$ cat src/rtl/ctrl_pipe_unit.sv
// ---------------------------------------------------------------------------
// ctrl_pipe_unit
// Pipelined control unit for the 16-bit CPU. Decodes the ID opcode and carries
// MemWrite / MemToReg / RegWrite and the destination register through the
// ID/EX, EX/MEM and MEM/WB slots. It also detects load-use hazards, applies
// flush and stall, and runs the HLT drain state machine.
//
// Parameters
//   REG_ADDR_W  register-file address width
//   HAZARD_EN   1 = generate load-use stalls internally, 0 = stall_lu tied 0
//   HALT_DRAIN  1 = HLT drains to WB before halting, 0 = halt one cycle
//               after HLT enters EX
//
// Ports
//   clk, rst_n                 clock (rising edge), async active-low reset
//   opcode_id, rs_id, rt_id,   instruction fields of the ID instruction
//   rd_id
//   flush_id                   kill the ID instruction (taken branch)
//   stall_ext                  freeze the whole control pipe
//   stall_lu                   load-use stall: hold PC and IF/ID
//   hlt_pend                   HLT in flight (or halted): hold PC
//   halted                     sticky, HLT retired
//   reg_write_ex/mem/wb        RegWrite per stage
//   mem_write_mem              MemWrite in MEM
//   mem_to_reg_wb              MemToReg in WB
//   wr_addr_ex/mem/wb          destination register per stage
// ---------------------------------------------------------------------------
module ctrl_pipe_unit #(
   parameter int REG_ADDR_W = 4,
   parameter int HAZARD_EN  = 1,
   parameter int HALT_DRAIN = 1
) (
   input  logic                  clk,
   input  logic                  rst_n,
   input  logic [3:0]            opcode_id,
   input  logic [REG_ADDR_W-1:0] rs_id,
   input  logic [REG_ADDR_W-1:0] rt_id,
   input  logic [REG_ADDR_W-1:0] rd_id,
   input  logic                  flush_id,
   input  logic                  stall_ext,
   output logic                  stall_lu,
   output logic                  hlt_pend,
   output logic                  halted,
   output logic                  reg_write_ex,
   output logic                  reg_write_mem,
   output logic                  reg_write_wb,
   output logic                  mem_write_mem,
   output logic                  mem_to_reg_wb,
   output logic [REG_ADDR_W-1:0] wr_addr_ex,
   output logic [REG_ADDR_W-1:0] wr_addr_mem,
   output logic [REG_ADDR_W-1:0] wr_addr_wb
);

   typedef enum logic [1:0] {
      S_RUN    = 2'd0,
      S_DRAIN  = 2'd1,
      S_HALTED = 2'd2
   } state_t;

   state_t r_state;
   state_t w_state_nxt;

   // ID decode
   logic w_mw, w_m2r, w_rw, w_hlt, w_src1, w_src2;

   assign w_mw   = (opcode_id == 4'b1001);
   assign w_m2r  = (opcode_id == 4'b1000);
   assign w_hlt  = (opcode_id == 4'b1111);
   assign w_rw   = ~opcode_id[3] | (opcode_id == 4'b1000) | (opcode_id == 4'b1010) |
                   (opcode_id == 4'b1011) | (opcode_id == 4'b1110);
   // B, PCS and HLT do not read source 1
   assign w_src1 = ~((opcode_id == 4'b1100) | (opcode_id == 4'b1110) | (opcode_id == 4'b1111));
   assign w_src2 = (opcode_id[3:2] == 2'b00) | (opcode_id == 4'b0111) | (opcode_id == 4'b1001);

   // ID/EX slot
   logic                  r_vld_ex, r_rw_ex, r_m2r_ex, r_mw_ex, r_hlt_ex;
   logic [REG_ADDR_W-1:0] r_addr_ex;
   // EX/MEM slot
   logic                  r_vld_mem, r_rw_mem, r_m2r_mem, r_mw_mem, r_hlt_mem;
   logic [REG_ADDR_W-1:0] r_addr_mem;
   // MEM/WB slot
   logic                  r_vld_wb, r_rw_wb, r_m2r_wb;
   logic [REG_ADDR_W-1:0] r_addr_wb;

   logic w_lu_raw;
   logic w_advance;
   logic w_issue;

   // Load-use: a valid load in EX whose destination (other than R0) is read
   // by the ID instruction. A flush kills the ID instruction, so no stall.
   assign w_lu_raw = (HAZARD_EN != 0) && r_vld_ex && r_m2r_ex && r_rw_ex &&
                     (r_addr_ex != '0) &&
                     ((w_src1 && (rs_id == r_addr_ex)) || (w_src2 && (rt_id == r_addr_ex)));
   assign stall_lu  = w_lu_raw && !flush_id;

   assign w_advance = !stall_ext;

   // ID instruction enters EX only when not flushed, not load-use stalled,
   // not halted, and not a second HLT while the first one drains.
   assign w_issue = !flush_id && !stall_lu && (r_state != S_HALTED) &&
                    !((r_state == S_DRAIN) && w_hlt);

   always_comb begin
      w_state_nxt = r_state;
      case (r_state)
         S_RUN: begin
            if (w_advance && w_issue && w_hlt) w_state_nxt = S_DRAIN;
         end
         S_DRAIN: begin
            if (w_advance) begin
               if (HALT_DRAIN != 0) begin
                  // HLT moves MEM -> WB on this edge
                  if (r_vld_mem && r_hlt_mem) w_state_nxt = S_HALTED;
               end else begin
                  w_state_nxt = S_HALTED;
               end
            end
         end
         S_HALTED: w_state_nxt = S_HALTED;
         default:  w_state_nxt = S_RUN;
      endcase
   end

   always_ff @(posedge clk or negedge rst_n) begin
      if (!rst_n) begin
         r_state <= S_RUN;
      end else begin
         r_state <= w_state_nxt;
      end
   end

   always_ff @(posedge clk or negedge rst_n) begin
      if (!rst_n) begin
         r_vld_ex   <= 1'b0;
         r_rw_ex    <= 1'b0;
         r_m2r_ex   <= 1'b0;
         r_mw_ex    <= 1'b0;
         r_hlt_ex   <= 1'b0;
         r_addr_ex  <= '0;
         r_vld_mem  <= 1'b0;
         r_rw_mem   <= 1'b0;
         r_m2r_mem  <= 1'b0;
         r_mw_mem   <= 1'b0;
         r_hlt_mem  <= 1'b0;
         r_addr_mem <= '0;
         r_vld_wb   <= 1'b0;
         r_rw_wb    <= 1'b0;
         r_m2r_wb   <= 1'b0;
         r_addr_wb  <= '0;
      end else if (w_advance) begin
         // ID -> EX (bubble when not issuing)
         r_vld_ex   <= w_issue;
         r_rw_ex    <= w_issue & w_rw;
         r_m2r_ex   <= w_issue & w_m2r;
         r_mw_ex    <= w_issue & w_mw;
         r_hlt_ex   <= w_issue & w_hlt;
         r_addr_ex  <= w_issue ? rd_id : '0;
         // EX -> MEM
         r_vld_mem  <= r_vld_ex;
         r_rw_mem   <= r_rw_ex;
         r_m2r_mem  <= r_m2r_ex;
         r_mw_mem   <= r_mw_ex;
         r_hlt_mem  <= r_hlt_ex;
         r_addr_mem <= r_addr_ex;
         // MEM -> WB
         r_vld_wb   <= r_vld_mem;
         r_rw_wb    <= r_rw_mem;
         r_m2r_wb   <= r_m2r_mem;
         r_addr_wb  <= r_addr_mem;
      end
   end

   assign reg_write_ex  = r_vld_ex  & r_rw_ex;
   assign reg_write_mem = r_vld_mem & r_rw_mem;
   assign reg_write_wb  = r_vld_wb  & r_rw_wb;
   assign mem_write_mem = r_vld_mem & r_mw_mem;
   assign mem_to_reg_wb = r_vld_wb  & r_m2r_wb;
   assign wr_addr_ex    = r_vld_ex  ? r_addr_ex  : '0;
   assign wr_addr_mem   = r_vld_mem ? r_addr_mem : '0;
   assign wr_addr_wb    = r_vld_wb  ? r_addr_wb  : '0;

   assign hlt_pend = (r_state != S_RUN);
   assign halted   = (r_state == S_HALTED);

endmodule

$ cat config.mk
export PLATFORM = sky130hd
export DESIGN_NAME = ctrl_pipe_unit
export DESIGN_NICKNAME = d
export VERILOG_FILES = /design/src/rtl/ctrl_pipe_unit.sv
export SDC_FILE = /design/constraint.sdc
export NUM_CORES = 1
export LEC_CHECK = 0
export ABC_AREA = 0
export CORE_MARGIN = 3
export CORE_UTILIZATION = 50
export CTS_CLUSTER_DIAMETER = 50
export DETAILED_ROUTE_END_ITERATION = 8
export PLACE_DENSITY_LB_ADDON = 0.25
export SETUP_SLACK_MARGIN = 0.5
export SKIP_CTS_REPAIR_TIMING = 1
export SKIP_LAST_GASP = 1
export SLEW_MARGIN = 20
export SYNTH_ARGS = -nofsm -noshare
export SYNTH_HDL_FRONTEND = slang
export SYNTH_SLANG_ARGS = --single-unit
export TNS_END_PERCENT = 20
$ cat constraint.sdc
create_clock -name clk -period 5.5 [get_ports clk]
set_input_delay 1.65 -clock clk [delete_from_list [all_inputs] [get_ports clk]]
set_output_delay 1.65 -clock clk [all_outputs]
set_load 0.03 [all_outputs]
==> impl_results.md <==
- Count of endpoints failing hold in the final timing report: 0
- Inserted Diodes: 0
- Arrival @ worst endpoint: 3.27 ns
- Num ports: 40
- Fraction of final layout cells sized beyond drive strength 1: 0.195
- Detail-routed net length per standard cell: 16.1 um
- Destination of the worst register-to-register timing path: r_rw_ex
- Antenna Nets Post-Route: 0
- Post-synth EDFFs: 0
- Biggest area contributors in the synthesized netlist: sky130_fd_sc_hd__dfrtp_1 49%, sky130_fd_sc_hd__mux2_2 13%, sky130_fd_sc_hd__and2_1 7.2%, sky130_fd_sc_hd__a32o_1 5.1%, sky130_fd_sc_hd__xor2_1 5.1%
- Worst Hold Depth: 1
- Crit end category: output pin
- Initial standard-cell utilization of the core: 0.543
- Type of the worst setup path: input pin to output pin
- Library cells used by synthesis: 32
- Die height: 58.6 um
- Number of H-tree levels: 1
- Total Neg Setup Slack: 0 ns
- Total Routing Usage GR: 0.190
- Count of port buffers added during placement: 39
- Total power draw: 545 uW
- Total of flip-flops plus latches after synthesis: 27
- Tcrit/Tclk final: 0.894
- Area added between synthesis and finish: 34.0%
- Final GP Congestion: 0.788
- Syn Inst Count: 112
- CORE AREA: 2540 um^2
- Unrepaired setup endpoints after global routing: false
- Drt first pass iters: 4
- Antenna violations before repair: 0
- Depth of the most critical reg-to-reg path: 5
- Worst Hold Endpoint: r_mw_mem
- Leakage power summed over all cells: 0.854 nW
- Share of synthesized area occupied by flip-flops and latches: 0.489
- Setup Viol. Count Final: 0
- Critical path data required time: 3.85 ns
- Count of routing violations after the opening detailed-route iteration: 23
- Maximum fanout along the worst path: 9
- Synthesized net count: 135
- Final wirelength: 2970 um
- Ys async rst share: 1.00
- Startpoint of the most critical setup path: rs_id[0]
- Cell chosen for the clock root: sky130_fd_sc_hd__clkbuf_4
- Number of cells after detailed placement: 180
- Synth Warn #: 0
- Total buffers and inverters traversed by the critical path: 2
- Vias per std cell: 5.67
- Max_cap viols: 0
- Transition at the pin with the smallest max-transition slack: 0.407 ns
- Final Instance Count excl. Fillers: 184
- CTS clock-pin slew for the worst setup and hold paths: 0.14 ns
- Longest individual stage delay on the worst path: 0.42 ns
- Cell area power density: 294 nW/um^2
- Layout Skew: 0.00250 ns
- Number of global-route vias before repair: 1,013
- Total Nets Final: 178
- Crit path setup slack, layout: 0.583 ns
- Clock latency reported for the late side of the worst-skew pair: 0.32 ns
- Cell types with the highest counts after synthesis: 27 x sky130_fd_sc_hd__dfrtp_1, 16 x sky130_fd_sc_hd__and2_1, 16 x sky130_fd_sc_hd__mux2_2, 8 x sky130_fd_sc_hd__xor2_1, 7 x sky130_fd_sc_hd__a32o_1
- Normalized max-slew margin: 0.728
- Critical path startpoint category: input pin
- Worst Hold Class: flop to flop
- Core Rows: 18
- Dpl hpwl: 2250 um
- Setup Slack @ Placement: 0.493 ns
- Sequential cell area: 676 um^2
- Maximum vdd ir drop: 0.225 mV
- Cell area after placement: 1800 um^2
- Clock sink count: 27
- Most used DFF post-synth: sky130_fd_sc_hd__dfrtp_1
- Crit path max-delay family: buffers and inverters
- Reg2reg start: r_addr_ex[2]
- Cell area after layout: 1850 um^2
- Clock buffers created by TritonCTS: 3
- Critical-path top delay cell: sky130_fd_sc_hd__clkdlybuf4s50_1
- DRC errors left: 0
- Clock tree from TritonCTS: done
- Launch instance of the worst min-delay path: r_mw_mem
- Dominant cell by count in the synthesized netlist: sky130_fd_sc_hd__dfrtp_1
- Die width: 58.6 um
- Fillers: 195
- Time the final worst path needs with I/O delays and setup: 4.92 ns
- Library cell with the largest summed area after synthesis: sky130_fd_sc_hd__dfrtp_1
- Floorplan die area: 3430 um^2
- CP Cell Sequence: clkdlybuf4s50_1, xor2_1, a311o_1, nor4_4, a21oi_4, nor2_1, buf_4
- Area taken by multi-input logic gates: 686 um^2
- Wire length of the first global-routing pass: 4890 um
- Proportion of netlist area held by the largest area contributor: 0.489
- Cell area after synthesis: 1380 um^2
- Number of vias in the routed layout: 1,044
- F_max: 203 MHz
- Largest net degree at the start of global routing: 28
- Setup slack, reg-to-reg: 3.62 ns
- Status: completed
- GRT overflow: 0
- Max Slew Vio Count: 0
- Average footprint of a synthesized cell: 12.3 um^2
- Buffer levels on the longest clock path: 2
-- state kept, by name (all words and copies together) (netlist names), 2 cells and up --
signal      flops
r_addr_ex       4
r_addr_mem      4
r_addr_wb       4
r_state         2
-- cell type report --
cell class              instances  area share
multi-input cells              77       0.370
repair buffers                 41       0.220
flip-flops and latches         27       0.365
inverters                       5      0.0101
clock buffers                   3      0.0122
well taps                      30      0.0203
clock inverters                 1     0.00270
-- cells by family (layout without fill, tap and decap cells) --
kind of cell	count (synthesis)	count (layout)	share of synthesized area
simple gates	31	31	0.141
flops	27	27	0.489
fa+ha+maj	4	4	0.0344
compound gates	18	18	0.128
xor+xnor	8	8	0.0507
buf+inv	8	50	0.0271
mux	16	16	0.130
-- layer usage --
metal / wire length [um] / track usage
met1: 1180 / 0.246
met2: 1510 / 0.305
met3: 188 / 0.0329
met4: 86 / 0.104
met5: 0 / 0
-- cell usage in the layout (no fill, tap or decap), types with 3 or more instances in the layout --
| cell | n |
|---|---|
| sky130_fd_sc_hd__clkbuf_4 | 3 |
| sky130_fd_sc_hd__a32o_1 | 7 |
| sky130_fd_sc_hd__xor2_1 | 8 |
| sky130_fd_sc_hd__inv_1 | 5 |
| sky130_fd_sc_hd__dfrtp_1 | 27 |
| sky130_fd_sc_hd__buf_4 | 3 |
| sky130_fd_sc_hd__and2_1 | 16 |
| sky130_fd_sc_hd__mux2_2 | 16 |
| sky130_fd_sc_hd__clkdlybuf4s50_1 | 36 |
| sky130_fd_sc_hd__ha_1 | 3 |
-- where the power goes --
part	leakage, nW	internal [mW]	switching [mW]
clock	0.0177	0.0273	0.0583
combinational	0.479	0.0982	0.0977
sequential	0.357	0.230	0.0327
total	0.854	0.356	0.189
-- per-stage QoR --
step	hold slack (ns)	util
floorplan	0.450	-
finish	0.518	0.728
global route	0.535	0.728
detailed placement	0.488	0.709
CTS	0.520	0.720
global placement	0.458	0.709
-- worst max-delay path by stage --
stage,endpoint,cells past startpoint
2_1_floorplan,stall_lu,5
3_3_place_gp,stall_lu,7
3_5_place_dp,stall_lu,7
4_1_cts,stall_lu,7
5_1_grt,stall_lu,7
6_report,stall_lu,7
(Power assumes the default switching activity.)
